### config.mk
export PLATFORM = sky130hd
export DESIGN_NAME = csa_final_adder_flat
export DESIGN_NICKNAME = d
export VERILOG_FILES = /design/src/rtl/csa_final_adder_if.sv /design/src/rtl/csa_final_adder.sv /design/src/flat_wrapper.sv
export SDC_FILE = /design/constraint.sdc
export NUM_CORES = 1
export LEC_CHECK = 0
export BUFFER_PORTS_ARGS = -buffer_cell sky130_fd_sc_hd__buf_2
export CORE_MARGIN = 2
export CORE_UTILIZATION = 40
export CTS_BUF_LIST = sky130_fd_sc_hd__clkbuf_4 sky130_fd_sc_hd__clkbuf_8 sky130_fd_sc_hd__clkbuf_16
export DETAILED_ROUTE_END_ITERATION = 10
export PLACE_DENSITY = 0.65
export SLEW_MARGIN = 20
export SYNTH_ARGS = -nofsm -noshare
export SYNTH_HDL_FRONTEND = slang
export SYNTH_SLANG_ARGS = --single-unit
### constraint.sdc
create_clock -name clk -period 4.19 [get_ports clk]
set_input_delay 1.257 -clock clk [delete_from_list [all_inputs] [get_ports clk]]
set_output_delay 1.257 -clock clk [all_outputs]
set_load 0.05 [all_outputs]
### src/rtl/csa_final_adder_if.sv
// Handshake bundle between the last carry-save stage, the final adder and
// the consumer of the binary product word.
interface csa_final_adder_if #(
    parameter int bits = 63
);
    logic            in_valid;
    logic            in_ready;
    logic [bits:0]   s_in;
    logic [bits:0]   c_in;
    logic            out_valid;
    logic            out_ready;
    logic [bits:0]   p_out;
    logic            cout;

    // Upstream/downstream view: drives operands and out_ready, sees results.
    modport master (
        output in_valid, s_in, c_in, out_ready,
        input  in_ready, out_valid, p_out, cout
    );

    // Adder view.
    modport slave (
        input  in_valid, s_in, c_in, out_ready,
        output in_ready, out_valid, p_out, cout
    );
endinterface

### src/rtl/csa_final_adder.sv
// Multi-cycle carry-propagate adder collapsing a carry-save (sum, carry)
// pair into one binary word, resolving `chunk` bits per cycle.
//
//   state   | meaning
//   --------+-------------------------------------------------------------
//   ST_IDLE | waiting for an operand pair; in_ready high
//   ST_ADD  | adding chunk k of A + B with the running carry, LSB first
//   ST_DONE | result held on p_out/cout; out_valid high until out_ready
//
// `chunk` must divide `bits+1`. The carry vector is unshifted on input
// (bit i weighs 2^(i+1)), so B is c_in shifted left by one; the bit that
// falls off the top is kept aside and folded into cout at the end.
module csa_final_adder #(
    parameter int bits  = 63,
    parameter int chunk = 16
) (
    input  logic               clk,
    input  logic               rst_n,
    csa_final_adder_if.slave   bus
);
    localparam int W      = bits + 1;
    localparam int NCHUNK = W / chunk;
    localparam int KW     = (NCHUNK > 1) ? $clog2(NCHUNK) : 1;

    typedef enum logic [1:0] {
        ST_IDLE = 2'd0,
        ST_ADD  = 2'd1,
        ST_DONE = 2'd2
    } state_t;

    state_t          state_q, state_d;
    logic [KW-1:0]   k_q, k_d;
    logic            carry_q, carry_d;
    logic [W-1:0]    a_q, a_d;
    logic [W-1:0]    b_q, b_d;
    logic            cmsb_q, cmsb_d;
    logic [W-1:0]    p_q, p_d;
    logic            cout_q, cout_d;

    logic [chunk-1:0] a_sl;
    logic [chunk-1:0] b_sl;
    logic [chunk:0]   csum;

    // Current chunk slice and its sum with the running carry.
    always_comb begin
        a_sl = a_q[int'(k_q)*chunk +: chunk];
        b_sl = b_q[int'(k_q)*chunk +: chunk];
        csum = {1'b0, a_sl} + {1'b0, b_sl} + {{chunk{1'b0}}, carry_q};
    end

    // State register and datapath registers.
    always_ff @(posedge clk or negedge rst_n) begin
        if (!rst_n) begin
            state_q <= ST_IDLE;
            k_q     <= '0;
            carry_q <= 1'b0;
            a_q     <= '0;
            b_q     <= '0;
            cmsb_q  <= 1'b0;
            p_q     <= '0;
            cout_q  <= 1'b0;
        end else begin
            state_q <= state_d;
            k_q     <= k_d;
            carry_q <= carry_d;
            a_q     <= a_d;
            b_q     <= b_d;
            cmsb_q  <= cmsb_d;
            p_q     <= p_d;
            cout_q  <= cout_d;
        end
    end

    // Next-state and datapath update; everything holds unless the state acts.
    always_comb begin
        state_d = state_q;
        k_d     = k_q;
        carry_d = carry_q;
        a_d     = a_q;
        b_d     = b_q;
        cmsb_d  = cmsb_q;
        p_d     = p_q;
        cout_d  = cout_q;
        case (state_q)
            ST_IDLE: begin
                if (bus.in_valid) begin
                    a_d     = bus.s_in;
                    b_d     = W'({bus.c_in, 1'b0});
                    cmsb_d  = bus.c_in[bits];
                    k_d     = '0;
                    carry_d = 1'b0;
                    state_d = ST_ADD;
                end
            end
            ST_ADD: begin
                p_d[int'(k_q)*chunk +: chunk] = csum[chunk-1:0];
                carry_d = csum[chunk];
                if (k_q == KW'(NCHUNK - 1)) begin
                    // Sum bit bits+1: only the dropped carry MSB and the final
                    // carry can land there, and never both with a further carry.
                    cout_d  = cmsb_q ^ csum[chunk];
                    state_d = ST_DONE;
                end else begin
                    k_d = k_q + 1'b1;
                end
            end
            ST_DONE: begin
                if (bus.out_ready) begin
                    state_d = ST_IDLE;
                end
            end
            default: begin
                state_d = ST_IDLE;
            end
        endcase
    end

    // Handshake outputs decode from the state register only.
    always_comb begin
        bus.in_ready  = (state_q == ST_IDLE);
        bus.out_valid = (state_q == ST_DONE);
        bus.p_out     = p_q;
        bus.cout      = cout_q;
    end
endmodule
### src/flat_wrapper.sv
// flat-port wrapper written by rule: the top's interface ports become plain ports
module csa_final_adder_flat 
#(
    parameter int bits  = 63,
    parameter int chunk = 16
)
  (clk, rst_n, bus_in_valid, bus_s_in, bus_c_in, bus_out_ready, bus_in_ready, bus_out_valid, bus_p_out, bus_cout);
  csa_final_adder_if #(.bits(bits)) bus_i ();
  input  logic clk;
  input  logic rst_n;
  input wire logic [$bits(bus_i.in_valid)-1:0] bus_in_valid;
  input wire logic [$bits(bus_i.s_in)-1:0] bus_s_in;
  input wire logic [$bits(bus_i.c_in)-1:0] bus_c_in;
  input wire logic [$bits(bus_i.out_ready)-1:0] bus_out_ready;
  output wire logic [$bits(bus_i.in_ready)-1:0] bus_in_ready;
  output wire logic [$bits(bus_i.out_valid)-1:0] bus_out_valid;
  output wire logic [$bits(bus_i.p_out)-1:0] bus_p_out;
  output wire logic [$bits(bus_i.cout)-1:0] bus_cout;
  assign bus_i.in_valid = bus_in_valid;
  assign bus_i.s_in = bus_s_in;
  assign bus_i.c_in = bus_c_in;
  assign bus_i.out_ready = bus_out_ready;
  assign bus_in_ready = bus_i.in_ready;
  assign bus_out_valid = bus_i.out_valid;
  assign bus_p_out = bus_i.p_out;
  assign bus_cout = bus_i.cout;
  csa_final_adder #(.bits(bits), .chunk(chunk)) u_core (.clk(clk), .rst_n(rst_n), .bus(bus_i));
endmodule
==> results of run 1 <==
## layout make-up
cell class / instances / area [sq um] / share of cell area (%)
clock inverters: 11 / 93.8 / 0.851
diodes: 8 / 20.0 / 0.182
repair buffers: 212 / 1140 / 10.4
inverters: 8 / 30.0 / 0.272
well taps: 285 / 357 / 3.23
flip-flops and latches: 198 / 4960 / 45.0
clock buffers: 21 / 462 / 4.19
multi-input cells: 394 / 3960 / 35.9
## metal layers
metal	GRT usage, %	routed length, microns	vias up
li1	-	-	2819
met1	27.6	10700	3053
met2	27.9	9700	221
met3	6.57	1790	28
met4	4.76	240	6
met5	0	39	-
## kinds of logic after synthesis
family / synth area share, %
muxes: 24.1
DFF: 54.1
buffers and inverters: 2.65
adders and majority gates: 3.31
xor gates and xnor gates: 1.05
and+or+nand+nor: 5.15
AOI/OAI and AO/OA: 9.58
## metrics by stage
| step | cells | util, % |
|---|---|---|
| 2_1_floorplan | 642 | - |
| 6_report | 1137 | 48.8 |
| 3_5_place_dp | 1097 | 46.3 |
| 4_1_cts | 1129 | 48.7 |
| 5_1_grt | 1132 | 48.8 |
| 3_3_place_gp | 1097 | 46.3 |
## critical path: stages (launching register included)
cell and delay (ns):
dfrtp_2 0.67, mux4_2 0.60, fa_1 0.43, fa_1 0.42
a21oi_1 0.20, o211ai_1 0.24, a21oi_1 0.37, xnor2_1 0.22
a22o_1 0.24
## cells in the mapped netlist, drive strengths merged, types with 2 or more instances
cell	n
dfrtp	198
mux2	129
a22o	51
mux4	31
buf	26
nand2	23
ha	21
o21ai	17
clkbuf	16
nor2	15
a21oi	14
inv	8
nand3	8
xnor2	8
a32o	6
mux2i	6
nand4	6
and3	5
nor3	5
a221oi	4
and2	4
o21bai	4
and4	3
or3	3
xor2	3
a31o	2
a31oi	2
fa	2
nand3b	2
o21a	2
or4	2
## worst min-delay path by stage
stage                         start              endpoint  slack (ns)
3_3_place_gp   u_core.bus.p_out[34]  u_core.bus.p_out[34]        0.46
2_1_floorplan        u_core.a_q[32]        u_core.a_q[32]        0.48
5_1_grt        u_core.bus.p_out[58]  u_core.bus.p_out[58]        0.51
3_5_place_dp   u_core.bus.p_out[18]  u_core.bus.p_out[18]        0.47
6_report       u_core.bus.p_out[18]  u_core.bus.p_out[18]        0.48
4_1_cts        u_core.bus.p_out[18]  u_core.bus.p_out[18]        0.48
## flip-flops by register name, summed over array words and instances (netlist names)
name and count:
u_core.carry_q 1, u_core.k_q 2, u_core.state_q 2, u_core.bus.p_out 64
u_core.b_q 63, u_core.cmsb_q 1, u_core.bus.cout 1, u_core.a_q 64
==> metrics.txt, run 1 <==
run status complete, no violations; Die X 155 microns; Highest Clock Rate about 280 MHz; Yosys cell types 58; Starting DRT DRC Count 373; Antenna Nets Post-Route 0; Post-synth EDFFs 0; setup_tns 0 ns; Vias/cell 5.39; Area growth syn-to-layout 20.4%; Reg clk slew, reported paths 0.07 ns; CP endpoint kind flop; remaining global-route overflow 0; Final Critical Period roughly 3.5 ns; Synth Register Bits a little under 200; commonest non-fill, non-tap cells in the layout buf_2, dfrtp_1, mux2_2; num rows 55; Final Cell Area 0.0110 sq mm; Place WS 0.722 ns; Routability Congestion 0.866; Hold Path Cell Cnt 2; vias post-DR about 6.1k; share of the synthesized area in the top cell type 54.1%; Synth Net Count 797; CP startpoint u_core.k_q[0]; final wirelength 22500 microns; commonest non-fill, non-tap cell in the layout buf_2; vias in the first global route 6282; layout cell share with drive strength beyond 1 around 50%; htree depth 4; Max-slew headroom 48.7%; Slew @ Worst Pin about 0.77 ns; Yosys top cell by area dfrtp_1; max-cap check violation count 0; Gate Count Post-Synth 642; starting utilization of the core area 40.6%; CTS tree yes; Yosys warning count 0; Worst Path Arrival roughly 3.8 ns; Num CTS Buffers 17; placed wire-length estimate roughly 17000 microns; largest net degree at the start of global routing 88; CTS Buffer Depth 2; Final Max Tran Viols 0; hold crit path type reg -> reg; top_reg_cell synth dfrtp_1; fraction of registers with async set/reset 100%; # Post-CTS Setup Buffers 0; layout net count 986; worst reg2reg path depth 8; number of port buffers 198; first-pass GRT wire length 35600 microns; unrepaired setup endpoints after global routing false; Top Ports 199; Req. time, crit path 4.50 ns; average size of a mapped cell 14.3 sq um; number of antenna violations at the first check in global routing 10; placed cell areas roughly 0.010 sq mm; final worst path period share a little over four fifths; r2r setup slk 0.68 ns; root buffer cell clkbuf_16; Pre-Repair DR Iteration Count 4; worst-path maximum fanout 18; DR DRC count 0; final setup fails 0; full die area 0.0241 sq mm; final hold vios 0; worst reg2reg path startpoint u_core.k_q[0]; fillers 2028; Skew-Pair Late Insertion Delay roughly 0.43 ns; clk sink count 198; CTS Hold Buffers Added 0; capture point of the critical path u_core.bus.p_out[28]; Mapped Area 0.00916 sq mm; Die Ht 155 microns; Setup Crit Path Kind reg -> reg; core region area between 0.02 and 0.025 sq mm; RR Endpoint u_core.bus.p_out[28]; top post-synthesis cells by area dfrtp_1, mux2_2, mux4_2; gr usage total 19.1%; register area share after synthesis 54.1%; final clock skew 0.0141 ns; critical path launch point type flop; post-cts resize count 0; DR WL/cell a little under 20 microns; final worst slack 0.676 ns; WHS 0.483 ns
Power of run 1 is not shown: default switching activity piles up to over one toggle a cycle in this logic, so the estimate is an artifact.
==> run 2, diff against run 1 <==
clock period = 3.3 ns   (was 4.19 ns; I/O delays follow)
==> metrics.txt, run 2 (same netlist as run 1, synthesis figures left out) <==
Inst Count DP 1109 (was 1097); Worst Path Arrival 3.52 ns (was 3.83 ns); # Post-CTS Setup Buffers 0 (unchanged); Die X 155 microns (unchanged); Routability Congestion 0.794 (was 0.866); Reg clk slew, reported paths 0.08 ns (was 0.07 ns); Slew @ Worst Pin 0.896 ns (was 0.770 ns); remaining global-route overflow 0 (unchanged); Antenna Nets Post-Route 0 (unchanged); final wirelength 22600 microns (was 22500 microns); Vias/cell 5.44 (was 5.39); Max-slew headroom 39.7% (was 48.7%); Final Util 49.6% (was 48.8%); final clock skew 0.0126 ns (was 0.0141 ns); gr usage total 19.3% (was 19.1%); placed wire-length estimate 16800 microns (was 16600 microns); layout cell share with drive strength beyond 1 50.8% (was 50.1%); Non-Filler Instances 1142 (was 1137); largest net degree at the start of global routing 64 (was 88); Skew-Pair Late Insertion Delay 0.44 ns (was 0.43 ns); max-cap check violation count 0 (unchanged); number of port buffers 198 (unchanged); CTS Buffer Depth 2 (unchanged); starting utilization of the core area 40.6% (unchanged); Slowest Stage Delay on Critical Path 0.54 ns (was 0.67 ns); Req. time, crit path 3.66 ns (was 4.50 ns); setup_tns 0 ns (unchanged); DR WL/cell 19.8 microns (about the same); htree depth 4 (unchanged); Num CTS Buffers 17 (unchanged); critical path launch point type flop (unchanged); clk sink count 198 (unchanged); vias post-DR 6212 (was 6127); full die area 0.0241 sq mm (unchanged); final hold vios 0 (unchanged); commonest non-fill, non-tap cell in the layout buf_2 (unchanged); number of antenna violations at the first check in global routing 5 (was 10); Final Critical Period 3.15 ns (was 3.51 ns); final worst path period share 95.5% (was 83.9%); core region area 0.0226 sq mm (unchanged); Starting DRT DRC Count 318 (was 373); unrepaired setup endpoints after global routing false (unchanged); Top Ports 199 (unchanged); final setup fails 0 (unchanged); crit-path leading delay family compound AO/OA/AOI/OAI gates (unchanged); hold crit path type reg -> reg (unchanged); worst path buffer plus inverter count 2 (was 0); Reg area 0.00496 sq mm (unchanged); Die Ht 155 microns (unchanged); Worst path slowest cell mux4_2 (was dfrtp_2); fillers 1961 (was 2028); worst-path maximum fanout 19 (was 18); Highest Clock Rate 317 MHz (was 285 MHz); CP endpoint kind flop (unchanged); commonest non-fill, non-tap cells in the layout buf_2, dfrtp_1, mux2_2 (unchanged); DR DRC count 0 (unchanged); vias in the first global route 6352 (was 6282); crit path cell chain buf_12 -> mux4_2 -> ha_1 -> buf_4 -> nand2_1 -> o21ai_0 -> a41oi_1 -> xnor2_1 -> a22o_1 (was mux4_2 -> fa_1 -> fa_1 -> a21oi_1 -> o211ai_1 -> a21oi_1 -> xnor2_1 -> a22o_1); Final Max Tran Viols 0 (unchanged); run status complete, no violations (unchanged); first-pass GRT wire length 35900 microns (was 35600 microns); num rows 55 (unchanged); Setup Crit Path Kind reg -> reg (unchanged); root buffer cell clkbuf_16 (unchanged); layout net count 998 (was 986); Pre-Repair DR Iteration Count 4 (unchanged); Area growth syn-to-layout 22.3% (was 20.4%); CTS tree yes (unchanged); area of the multi-input gates 0.00396 sq mm (unchanged)
## run 2: worst paths after layout
kind | from | end | slack, ns | depth (start not counted)
min in group asynchronous | rst_n | u_core.bus.p_out[0] | 0.53 | 1
max in group asynchronous | rst_n | u_core.a_q[27] | 2.03 | 2
setup reg to reg | u_core.k_q[0] | u_core.bus.p_out[41] | 0.15 | 9
hold / removal | u_core.bus.p_out[18] | u_core.bus.p_out[18] | 0.49 | 2
setup / recovery | u_core.k_q[0] | u_core.bus.p_out[41] | 0.15 | 9
hold reg to reg | u_core.bus.p_out[18] | u_core.bus.p_out[18] | 0.49 | 2
## run 2: what timing repair did
item / in CTS / in global routing
hold buffers: 0 / 0
setup endpoints to repair: 0 / 2
resized for setup: 0 / 1
## run 2: area by class of cell
cell class	count	area share, %
sequential	198	44.3
multi-input combinational	394	35.4
timing repair buffer	224	11.5
clock buffer	20	4.17
tap	285	3.18
clock inverter	11	1.24
inverter	8	0.268
antenna	2	0.0447
## run 2: worst min-delay path, delay by kind of cell (launching register included)
| family | cells | cell delay [ns] |
|---|---|---|
| simple gates | 1 | 0.05 |
| compound gates | 1 | 0.06 |
| flops | 1 | 0.35 |
## run 2: through the flow
step	worst slack [ns]	area, sq um	hold slack, ns
2_1_floorplan	0.00500	9160	0.475
3_3_place_gp	0.192	10600	0.464
3_5_place_dp	0.169	10600	0.475
4_1_cts	0.151	11200	0.491
5_1_grt	0.0182	11200	0.513
6_report	0.149	11200	0.486
## run 2: per-layer routing
metal / vias up / track usage (%) / wire, microns
li1: 2824 / - / -
met1: 3130 / 27.7 / 10600
met2: 223 / 29.0 / 9990
met3: 29 / 4.93 / 1500
met4: 6 / 6.16 / 384
met5: - / 0 / 46
Power of run 2 is left out for the same reason.
==> run 3, diff against run 2 <==
CORE_UTILIZATION = 55   (was 40)
PLACE_DENSITY = 0.84   (was 0.65)
==> metrics.txt, run 3 (same netlist as run 1, synthesis figures left out) <==
Final Max Tran Viols 0 (unchanged); num rows 47 (was 55); Routability Congestion 0.851 (was 0.794); root buffer cell clkbuf_16 (unchanged); Reg clk slew, reported paths 0.07 ns (was 0.08 ns); full die area 0.0177 sq mm (was 0.0241 sq mm); Num CTS Buffers 17 (unchanged); Hold EP u_core.bus.p_out[49] (was u_core.bus.p_out[18]); setup_tns 0 ns (unchanged); commonest non-fill, non-tap cell in the layout buf_2 (unchanged); starting utilization of the core area 55.8% (was 40.6%); max-cap check violation count 0 (unchanged); commonest non-fill, non-tap cells in the layout buf_2, dfrtp_1, mux2_2 (unchanged); Final Critical Period 3.10 ns (was 3.15 ns); Die X 133 microns (was 155 microns); Slew @ Worst Pin 0.728 ns (was 0.896 ns); Skew-Pair Late Insertion Delay 0.43 ns (was 0.44 ns); unrepaired setup endpoints after global routing false (unchanged); worst reg2reg path startpoint u_core.k_q[0] (unchanged); CTS Hold Buffers Added 0 (unchanged); DR WL/cell 20.3 microns (was 19.8 microns); core region area 0.0164 sq mm (was 0.0226 sq mm); met3 wire len 1640 microns (was 1500 microns); worst reg2reg path depth 8 (was 9); final wirelength 21800 microns (was 22600 microns); placed wire-length estimate 15500 microns (was 16800 microns); total length of routed met2 wires 10400 microns (was 9990 microns); Hold Path Origin u_core.bus.p_out[49] (was u_core.bus.p_out[18]); Starting DRT DRC Count 394 (was 318); Top Metal Used met5 (unchanged); remaining global-route overflow 0 (unchanged); largest net degree at the start of global routing 85 (was 64); r2r setup slk 0.20 ns (was 0.15 ns); critical path launch point type flop (unchanged); Antenna diodes 0 (was 2); final clock skew 0.0140 ns (was 0.0126 ns); Area growth syn-to-layout 21.2% (was 22.3%); first-pass GRT wire length 34800 microns (was 35900 microns); Die Ht 133 microns (was 155 microns); RR Endpoint u_core.bus.cout (was u_core.bus.p_out[41]); CTS Buffer Depth 2 (unchanged); DR DRC count 0 (unchanged); area of the multi-input gates 0.00399 sq mm (was 0.00396 sq mm); Vias/cell 5.93 (was 5.44); final hold vios 0 (unchanged); CP endpoint kind flop (unchanged); number of port buffers 198 (unchanged); htree depth 4 (unchanged); gr usage total 25.6% (was 19.3%); Setup Crit Path Kind reg -> reg (unchanged); vias in the first global route 6512 (was 6352); Antenna Nets Post-Route 0 (unchanged); layout net count 997 (was 998); number of antenna violations at the first check in global routing 2 (was 5); hold crit path type reg -> reg (unchanged); Top Ports 199 (unchanged); layout cell share with drive strength beyond 1 51.6% (was 50.8%); run status complete, no violations (unchanged); worst-path maximum fanout 30 (was 19); Highest Clock Rate 322 MHz (was 317 MHz); Max-slew headroom 51.5% (was 39.7%); vias post-DR 6378 (was 6212); clk sink count 198 (unchanged); Reg area 0.00496 sq mm (unchanged); final worst path period share 94.1% (was 95.5%); CTS tree yes (unchanged); met1 WL 9390 microns (was 10600 microns); final setup fails 0 (unchanged); Pre-Repair DR Iteration Count 5 (was 4); Req. time, crit path 3.67 ns (was 3.66 ns); Hold Path Cell Cnt 1 (was 2); Worst Path Arrival 3.47 ns (was 3.52 ns); fillers 1167 (was 1961)
-- run 3: critical path, stage by stage (launching register included) --
cell	delay, ns
dfrtp_2	0.42
buf_12	0.26
mux4_2	0.57
ha_1	0.41
nand3_1	0.09
o211ai_1	0.47
a21oi_2	0.16
or4_1	0.52
nand3_1	0.10
-- run 3: layout make-up --
type / instances / share of cell area (%)
Inverter: 8 / 0.271
Multi-Input combinational cell: 394 / 35.9
Sequential cell: 198 / 44.7
Clock inverter: 10 / 1.20
Tap cell: 220 / 2.48
Clock buffer: 22 / 4.28
Timing Repair Buffer: 223 / 11.2
-- run 3: how the worst max path moves through the flow --
stage	start	end	slack, ns	depth (start not counted)
global placement	u_core.k_q[0]	u_core.bus.p_out[15]	0.22	8
CTS	u_core.k_q[0]	u_core.bus.p_out[28]	0.15	10
global route	u_core.k_q[0]	u_core.bus.p_out[15]	0.02	8
detailed placement	u_core.k_q[0]	u_core.bus.cout	0.17	8
floorplan	u_core.k_q[0]	u_core.bus.p_out[26]	0.005	10
finish	u_core.k_q[0]	u_core.bus.cout	0.20	8
-- run 3: layer usage --
metal	vias to the layer above	global-route usage, %
met5	-	0
met4	2	7.95
met2	291	40.5
li1	2823	-
met1	3230	35.5
met3	32	6.17
-- run 3: what timing repair did --
| action | 4_1_cts | 5_1_grt |
|---|---|---|
| resized for setup | 0 | 9 |
| setup endpoints to repair | 0 | 15 |
| buffers inserted | 0 | 0 |
-- run 3: through the flow --
stage               hold slack [ns]  util, %  instance area, sq um  instances  setup WS, ns
CTS                           0.504     67.5                 11100       1075         0.151
detailed placement            0.471     63.8                 10500       1043         0.170
finish                        0.501     67.6                 11100       1075         0.195
floorplan                     0.475        -                  9160        642       0.00500
global placement              0.461     63.8                 10500       1043         0.222
global route                  0.508     67.6                 11100       1075        0.0213
Power of run 3 is left out for the same reason.
